[src/rtl/mem_arb_pkg.sv]
// Shared types and constants for the instruction/data memory arbiter.
package mem_arb_pkg;

    localparam int XLEN = 32;
    localparam int BE_W = 4;

    typedef enum logic [1:0] {
        IDLE    = 2'd0,
        BUSY_IF = 2'd1,
        BUSY_DM = 2'd2,
        RESP    = 2'd3
    } arb_state_e;

    typedef enum logic {
        REQ_IF = 1'b0,
        REQ_DM = 1'b1
    } requester_e;

    // On a conflict the requester that did not win last time gets the grant.
    function automatic requester_e pick_requester(input logic if_req,
                                                  input logic dm_req,
                                                  input requester_e last);
        requester_e pick;
        if (if_req && dm_req) begin
            pick = (last == REQ_IF) ? REQ_DM : REQ_IF;
        end else if (dm_req) begin
            pick = REQ_DM;
        end else begin
            pick = REQ_IF;
        end
        return pick;
    endfunction

endpackage

[src/rtl/mem_arb_watchdog.sv]
// Memory-ack watchdog: counts busy cycles and flags the last allowed one.
// Only instantiated when MEM_ARB_TIMEOUT_EN is defined.
module mem_arb_watchdog #(
    parameter int LIMIT = 255
) (
    input  logic clk,
    input  logic rst_n,
    input  logic clear,
    input  logic count,
    output logic expired
);

    localparam logic [9:0] LAST_CNT = 10'(LIMIT - 1);

    logic [9:0] cnt_q;
    logic [9:0] cnt_d;

    // Next count: clear dominates, otherwise advance while counting, stop at the limit.
    always_comb begin
        cnt_d = cnt_q;
        if (clear) begin
            cnt_d = 10'd0;
        end else if (count && (cnt_q != LAST_CNT)) begin
            cnt_d = cnt_q + 10'd1;
        end else begin
            cnt_d = cnt_q;
        end
    end

    // Counter register with synchronous active-low reset.
    always_ff @(posedge clk) begin
        if (!rst_n) begin
            cnt_q <= 10'd0;
        end else begin
            cnt_q <= cnt_d;
        end
    end

    // Expiry is flagged during the LIMIT-th counted cycle.
    assign expired = count && (cnt_q == LAST_CNT);

endmodule

[src/rtl/mem_arbiter.sv]
// Two-requester (fetch / data) arbiter in front of a single unified memory port.
// One memory transaction outstanding at a time; fair alternation on conflicts.
// Optional ack watchdog enabled by defining MEM_ARB_TIMEOUT_EN.
module mem_arbiter
    import mem_arb_pkg::*;
#(
    parameter int TIMEOUT_CYCLES = 255
) (
    input  logic            clk,
    input  logic            rst_n,
    input  logic            if_req,
    input  logic [XLEN-1:0] if_addr,
    output logic            if_done,
    output logic [XLEN-1:0] if_rdata,
    input  logic            dm_req,
    input  logic            dm_we,
    input  logic [XLEN-1:0] dm_addr,
    input  logic [XLEN-1:0] dm_wdata,
    input  logic [BE_W-1:0] dm_be,
    output logic            dm_done,
    output logic [XLEN-1:0] dm_rdata,
    output logic            mem_req,
    output logic            mem_we,
    output logic [XLEN-1:0] mem_addr,
    output logic [XLEN-1:0] mem_wdata,
    output logic [BE_W-1:0] mem_be,
    input  logic            mem_ack,
    input  logic [XLEN-1:0] mem_rdata,
    output logic            err
);

    if (TIMEOUT_CYCLES < 1 || TIMEOUT_CYCLES > 1023) begin : g_bad_timeout
        $error("mem_arbiter: TIMEOUT_CYCLES out of range 1..1023");
    end

    arb_state_e      state_q, state_d;
    requester_e      last_q, last_d;
    requester_e      pick_s;
    logic            mem_req_q, mem_req_d;
    logic            mem_we_q, mem_we_d;
    logic [XLEN-1:0] mem_addr_q, mem_addr_d;
    logic [XLEN-1:0] mem_wdata_q, mem_wdata_d;
    logic [BE_W-1:0] mem_be_q, mem_be_d;
    logic            if_done_q, if_done_d;
    logic            dm_done_q, dm_done_d;
    logic [XLEN-1:0] if_rdata_q, if_rdata_d;
    logic [XLEN-1:0] dm_rdata_q, dm_rdata_d;
    logic [XLEN-1:0] resp_data_s;
    logic            wd_expired_s;

`ifdef MEM_ARB_TIMEOUT_EN
    logic wd_count_s;
    logic wd_clear_s;
    logic err_q;

    assign wd_count_s = (state_q == BUSY_IF) || (state_q == BUSY_DM);
    assign wd_clear_s = !wd_count_s;

    mem_arb_watchdog #(
        .LIMIT(TIMEOUT_CYCLES)
    ) u_watchdog (
        .clk     (clk),
        .rst_n   (rst_n),
        .clear   (wd_clear_s),
        .count   (wd_count_s),
        .expired (wd_expired_s)
    );

    // Error flag: set only for a busy cycle that expires without an ack, so it coincides with done.
    always_ff @(posedge clk) begin
        if (!rst_n) begin
            err_q <= 1'b0;
        end else begin
            err_q <= wd_count_s && !mem_ack && wd_expired_s;
        end
    end

    assign err = err_q;
`else
    assign wd_expired_s = 1'b0;
    assign err          = 1'b0;
`endif

    assign pick_s = pick_requester(if_req, dm_req, last_q);

    // Next-state and output logic: grant in IDLE, wait for ack (or expiry) in BUSY, pulse done in RESP.
    always_comb begin
        state_d     = state_q;
        last_d      = last_q;
        mem_req_d   = mem_req_q;
        mem_we_d    = mem_we_q;
        mem_addr_d  = mem_addr_q;
        mem_wdata_d = mem_wdata_q;
        mem_be_d    = mem_be_q;
        if_done_d   = 1'b0;
        dm_done_d   = 1'b0;
        if_rdata_d  = if_rdata_q;
        dm_rdata_d  = dm_rdata_q;
        resp_data_s = '0;

        case (state_q)
            IDLE: begin
                if (if_req || dm_req) begin
                    last_d    = pick_s;
                    mem_req_d = 1'b1;
                    if (pick_s == REQ_DM) begin
                        state_d     = BUSY_DM;
                        mem_we_d    = dm_we;
                        mem_addr_d  = dm_addr;
                        mem_wdata_d = dm_wdata;
                        mem_be_d    = dm_be;
                    end else begin
                        state_d     = BUSY_IF;
                        mem_we_d    = 1'b0;
                        mem_addr_d  = if_addr;
                        mem_wdata_d = '0;
                        mem_be_d    = 4'hF;
                    end
                end else begin
                    state_d = IDLE;
                end
            end
            BUSY_IF, BUSY_DM: begin
                // An ack in the expiry cycle is a normal completion.
                if (mem_ack || wd_expired_s) begin
                    state_d   = RESP;
                    mem_req_d = 1'b0;
                    mem_we_d  = 1'b0;
                    if (mem_ack && !mem_we_q) begin
                        resp_data_s = mem_rdata;
                    end else begin
                        resp_data_s = '0;
                    end
                    if (state_q == BUSY_IF) begin
                        if_done_d  = 1'b1;
                        if_rdata_d = resp_data_s;
                    end else begin
                        dm_done_d  = 1'b1;
                        dm_rdata_d = resp_data_s;
                    end
                end else begin
                    state_d = state_q;
                end
            end
            RESP: begin
                state_d = IDLE;
            end
            default: begin
                state_d   = IDLE;
                mem_req_d = 1'b0;
                mem_we_d  = 1'b0;
            end
        endcase
    end

    // State and output registers with synchronous active-low reset; reset abandons any transaction.
    always_ff @(posedge clk) begin
        if (!rst_n) begin
            state_q     <= IDLE;
            last_q      <= REQ_IF;
            mem_req_q   <= 1'b0;
            mem_we_q    <= 1'b0;
            mem_addr_q  <= '0;
            mem_wdata_q <= '0;
            mem_be_q    <= '0;
            if_done_q   <= 1'b0;
            dm_done_q   <= 1'b0;
            if_rdata_q  <= '0;
            dm_rdata_q  <= '0;
        end else begin
            state_q     <= state_d;
            last_q      <= last_d;
            mem_req_q   <= mem_req_d;
            mem_we_q    <= mem_we_d;
            mem_addr_q  <= mem_addr_d;
            mem_wdata_q <= mem_wdata_d;
            mem_be_q    <= mem_be_d;
            if_done_q   <= if_done_d;
            dm_done_q   <= dm_done_d;
            if_rdata_q  <= if_rdata_d;
            dm_rdata_q  <= dm_rdata_d;
        end
    end

    assign mem_req   = mem_req_q;
    assign mem_we    = mem_we_q;
    assign mem_addr  = mem_addr_q;
    assign mem_wdata = mem_wdata_q;
    assign mem_be    = mem_be_q;
    assign if_done   = if_done_q;
    assign dm_done   = dm_done_q;
    assign if_rdata  = if_rdata_q;
    assign dm_rdata  = dm_rdata_q;

endmodule
[config.mk]
export PLATFORM = sky130hd
export DESIGN_NAME = mem_arbiter
export DESIGN_NICKNAME = d
export VERILOG_FILES = /design/src/rtl/mem_arb_pkg.sv /design/src/rtl/mem_arb_watchdog.sv /design/src/rtl/mem_arbiter.sv
export SDC_FILE = /design/constraint.sdc
export NUM_CORES = 1
export LEC_CHECK = 0
export ABC_AREA = 1
export BUFFER_PORTS_ARGS = -buffer_cell sky130_fd_sc_hd__buf_2
export CORE_ASPECT_RATIO = 1.75
export CORE_UTILIZATION = 40
export CTS_CLUSTER_DIAMETER = 120
export CTS_CLUSTER_SIZE = 28
export DETAILED_ROUTE_END_ITERATION = 8
export GPL_ROUTABILITY_DRIVEN = 1
export PLACE_DENSITY = 0.75
export SLEW_MARGIN = 30
export SYNTH_ARGS = -nofsm -noshare
export SYNTH_HDL_FRONTEND = slang
export SYNTH_HIERARCHICAL = 1
export SYNTH_SLANG_ARGS = --single-unit
[constraint.sdc]
create_clock -name clk -period 2.1 [get_ports clk]
set_clock_uncertainty 0.1 [all_clocks]
set_input_delay 0.525 -clock clk [delete_from_list [all_inputs] [get_ports clk]]
set_output_delay 0.525 -clock clk [all_outputs]
set_load 0.01 [all_outputs]
# Yosys cells after proc, flatten, opt, wreduce, memory -nomap -nowiden
# Index checks and enable logic that the tools add are counted.
[classes]
magnitude_cmp = 0
reduce_logical = 12
muxes = 19
shift = 0
bitwise = 1
div_mod_pow = 0
n_eq_ne = 5
multipliers = 0
add_sub_neg = 0
[op_table]
columns = ["cell", "count"]
rows = [
  ["$mux W32", 3],
  ["$reduce_and A3 Y1", 4],
  ["$mux W1", 9],
  ["$mux W2", 3],
  ["$pmux W2 S3", 1],
  ["$eq A2 B2 Y1 const B", 2],
  ["$mux W4", 1],
  ["$ne A2 B2 Y1 const B", 2],
  ["$pmux W1 S2", 2],
  ["$eq A2 B1 Y1 const B", 1],
  ["$logic_and A1 B1 Y1", 2],
  ["$logic_not A2 Y1", 1],
  ["$reduce_and A2 Y1", 1],
  ["$reduce_bool A2 Y1", 1],
  ["$reduce_or A2 Y1", 1],
  ["$logic_not A1 Y1", 1],
  ["$logic_or A1 B1 Y1", 1],
  ["$not A1 Y1", 1],
]
[word_totals]
word_cells = 48
latchBits = 0
ram_bits = 0
reg_bits = 139
mem_bits_ro = 0
input_bits = 138
mem_count = 0

# Depth between registers and ports, before layout
[logic_depth]
word_depth = 5
ltp_mapped = 9

# Worst setup path after synthesis
# Ideal clock, no wire load.
[synth_path]
path_kind = "register to register"
start = "register state_q[0]"
end = "register dm_rdata_q[10] (netlist: dm_rdata[10])"
setup_slack_ns = 0.522
n_path_buf = 1
path_stages_with_launch = 9
t_arrival_ns = 1.346
path_cell_list = "dfxtp_1 inv_1 ha_1 nand2_1 nor2_2 inv_1 buf_2 nand2_1 a21oi_1"
[synth_between]
elab_chain_cells = 3
word_cells_on_any_way = 5
cone_classes = "eq/ne (2); bitwise (1); reduce/logical (2)"
[synth_rtl]
columns = ["element", "line_no", "text"]
rows = [
  ["start, declared", "mem_arbiter.sv:36", "arb_state_e state_q, state_d;"],
  ["start signal, assigned", "mem_arbiter.sv:171", "state_q <= state_d;"],
  ["$eq A2 B1 Y1 / $eq A2 B2 Y1 (equally long branches)", "mem_arbiter.sv:101, mem_arbiter.sv:134", ""],
  ["$reduce_or A2 Y1 / $not A1 Y1 (equally long branches)", "-", ""],
  ["$reduce_and A3 Y1 (no line) (*)", "-", ""],
  ["end signal, assigned", "mem_arbiter.sv:181", "dm_rdata_q <= dm_rdata_d;"],
  ["end, declared", "mem_arbiter.sv:47", "logic [XLEN-1:0] dm_rdata_q, dm_rdata_d;"],
]
# Every way passes the cells marked *; elsewhere a longest branch is shown, timed or not.
# A chain may end at the register's enable or synchronous reset.

# Worst setup path in the final report
[layout_path]
start = "register state_q[0]"
end = "register dm_rdata_q[31] (netlist: dm_rdata[31])"
# Same word-level chain as after synthesis.

==> results.ini <==
[timing]
drv_slew = 0
rsz0062_at_grt = no
tightest_slew_ps = 550
min_period_over_period_pct = 85.9
hold_violations = 0
max_freq_mhz = 554
setup_tns_ps = 0
setup_violations = 0
max_slew_margin_pct = 63.3
hold_slack_ps = 237
period_minus_slack_ps = 1800

[route]
wl_per_cell_um = 13.3
ant_nets = 0
drt-total-wl_um = 15200
vias = 5512
drtIter0Drc = 195
viasPerCell = 4.85
drcViolationCount = 0
first_pass_iters = 4

[floorplan]
coreArea_um2 = 12900
dieHeight_um = 154
num_rows = 55
initial_core_util_pct = 41.1
dieArea_um2 = 13800
num_io_pins = 275
die_w_um = 89.1

[hold_path]
hold_end = mem_be[1]
whs_path_depth = 3
worstHoldStart = dm_be[1]
hp-class = in2reg

[run_status]
status = finished clean

[placement]
dpl.hpwl_um = 10700
place_congestion = 0.803
dpl_cell_area_um2 = 6790
numPortBuffers = 273

[grt]
antenna_found_initial = 1
grt_max_degree = 101
grtUsageTotal_pct = 22.0
overflow = 0
grt_pass1_wl_um = 23800
grt_pass1_vias = 4995

[setup_path]
cp.arrival_ps = 2020
reg2reg_to = dm_rdata[31]
regToRegSetupSlack_ps = 300
reg2reg_from = state_q[0]
crit_required_ps = 2320
crit_start = state_q[0]
worstPathMaxFanout = 33
max_stage_delay_ps = 380
crit_path_end_kind = flop
reg2reg_depth = 8
cp_cell_sequence = inv_1, ha_1, nand2_1, nor2_2, inv_1, buf_4, nand2_1, a21oi_1
crit_slowest_cell = dfxtp_1
critical_path_class = reg2reg
start_kind = flop

[pwr]
comb_power_share_pct = 28.6
power.density_nw_per_um2 = 1260
leakagePower_nw = 3.53
intPower_w = 0.00637
p_sw_share_pct = 32.0
clock_power_share_pct = 35.6
netSwitchingPower_w = 0.00301
power_frac_seq_pct = 35.7
vdd_drop_max_v = 0.000824

[cts]
holdBufCountCts = 0
cts_buffers = 17
cts.reportedPaths.clkPinSlew_ps = 60
cts_tree = built
htreeDepth = 4
root_buffer = clkbuf_16
cts_sinks = 139
clk_path_buf_depth = 2
cts_setup_buffers = 0
cts_resized = 0
clock_latency_ps = 400

[yosys]
synth.most_common_cell = nand2_1
yosys.area.top_type = dfxtp_1
synthTopCellsByArea = dfxtp_1, nand2_1, a21oi_1
synth_seq_cells = 139
synth_common_cells = nand2_1, dfxtp_1, a21oi_1, nand3_1, nor2_1
yosysUniqueCellTypes = 19
synth_edf_count = 0
synth_warnings = 6
syn_inst = 702
syn_nets = 844
yosysTopAreaCellShare_pct = 52.4
async_reset_ff_share_pct = 0
ys_seq_area_share_pct = 52.4
ys.flop_type = dfxtp_1
synth.avg_cell_area_um2 = 7.57
synth_area_um2 = 5320

[run]
drv_cap = 0

[cells_and_area]
syn_to_final_growth_pct = 40.3
final_layout_size_suffix_gt1_share_pct = 33.5
final_area_um2 = 7460
nets = 1095

-- metrics by stage --
stage | std cells | power [W] | setup slack (ps) | util, %
global placement | 1105 | 0.00608 | 323 | 52.5
global route | 1137 | 0.00997 | 135 | 57.6
finish | 1137 | 0.00938 | 296 | 57.6
floorplan | 702 | 0.00512 | 522 | -
CTS | 1136 | 0.00949 | 270 | 57.6
detailed placement | 1105 | 0.00612 | 287 | 52.5
-- kinds of logic (layout without fill, tap and decap cells) --
kind of cell | Yosys count | count (layout) | share of synthesized area [%]
and+or+nand+nor | 321 | 321 | 24.8
AOI/OAI and AO/OA | 172 | 172 | 16.2
DFF | 139 | 139 | 52.4
buffers and inverters | 65 | 328 | 5.67
adders and majority gates | 4 | 4 | 0.942
other | 1 | 2 | 0.0706
-- power groups by stage --
stage          combinational [W]  sequential (W)  clock (W)
3_3_place_gp             0.00269         0.00339          0
3_5_place_dp             0.00271         0.00340          0
4_1_cts                  0.00272         0.00336    0.00342
6_report                 0.00269         0.00335    0.00334
5_1_grt                  0.00301         0.00342    0.00354
2_1_floorplan            0.00149         0.00363          0
-- worst max-delay path by stage --
stage,to,slack [ps],cells past startpoint
final,dm_rdata[31],300,8
after global routing,mem_wdata[28],130,7
after CTS,dm_rdata[1],270,8
after detailed placement,dm_rdata[1],290,8
after global placement,mem_wdata[27],320,6
after floorplan,dm_rdata[10],520,8
-- sequential cells by signal (all words and copies together) (netlist names) --
| register | count |
|---|---|
| if_rdata | 32 |
| mem_req | 1 |
| last_q | 1 |
| if_done | 1 |
| mem_addr | 32 |
| mem_be | 4 |
| dm_done | 1 |
| mem_wdata | 32 |
| dm_rdata | 32 |
| mem_we | 1 |
| state_q | 2 |
-- cell usage in the layout, fill, tap and decap left out, drive strengths merged --
master | Yosys | final
clkinv | 0 | 2
clkinvlp | 0 | 1
bufinv | 0 | 6
o21ai | 39 | 39
diode | 0 | 1
conb | 1 | 1
a21oi | 133 | 133
clkbuf | 19 | 20
buf | 34 | 285
inv | 12 | 14
nand3 | 65 | 65
nor2 | 49 | 49
ha | 4 | 4
nand2 | 207 | 207
dfxtp | 139 | 139
-- final cells by class --
type	instances	area (um^2)
Clock inverter	11	215
Multi-Input combinational cell	498	2230
Timing Repair Buffer	285	1520
Inverter	12	45.0
Clock buffer	20	447
Sequential cell	139	2780
Fill cell	1311	5480
Antenna cell	1	2.50
Tap cell	171	214
-- layer usage --
metal / vias up / GRT usage (%) / wire length [um]
met3: 41 / 4.38 / 806
met2: 218 / 38.3 / 7770
met1: 2444 / 24.6 / 6020
met4: 0 / 11.6 / 573
met5: - / 0 / 0
li1: 2809 / - / -
-- worst max-delay path, delay by kind of cell (launching register included) --
| kind | cells | cell delay (ps) |
|---|---|---|
| AOI/OAI and AO/OA | 1 | 170 |
| adders and majority gates | 1 | 350 |
| and+or+nand+nor | 3 | 260 |
| buffers and inverters | 3 | 460 |
| DFF | 1 | 380 |
(Power assumes the default switching activity.)
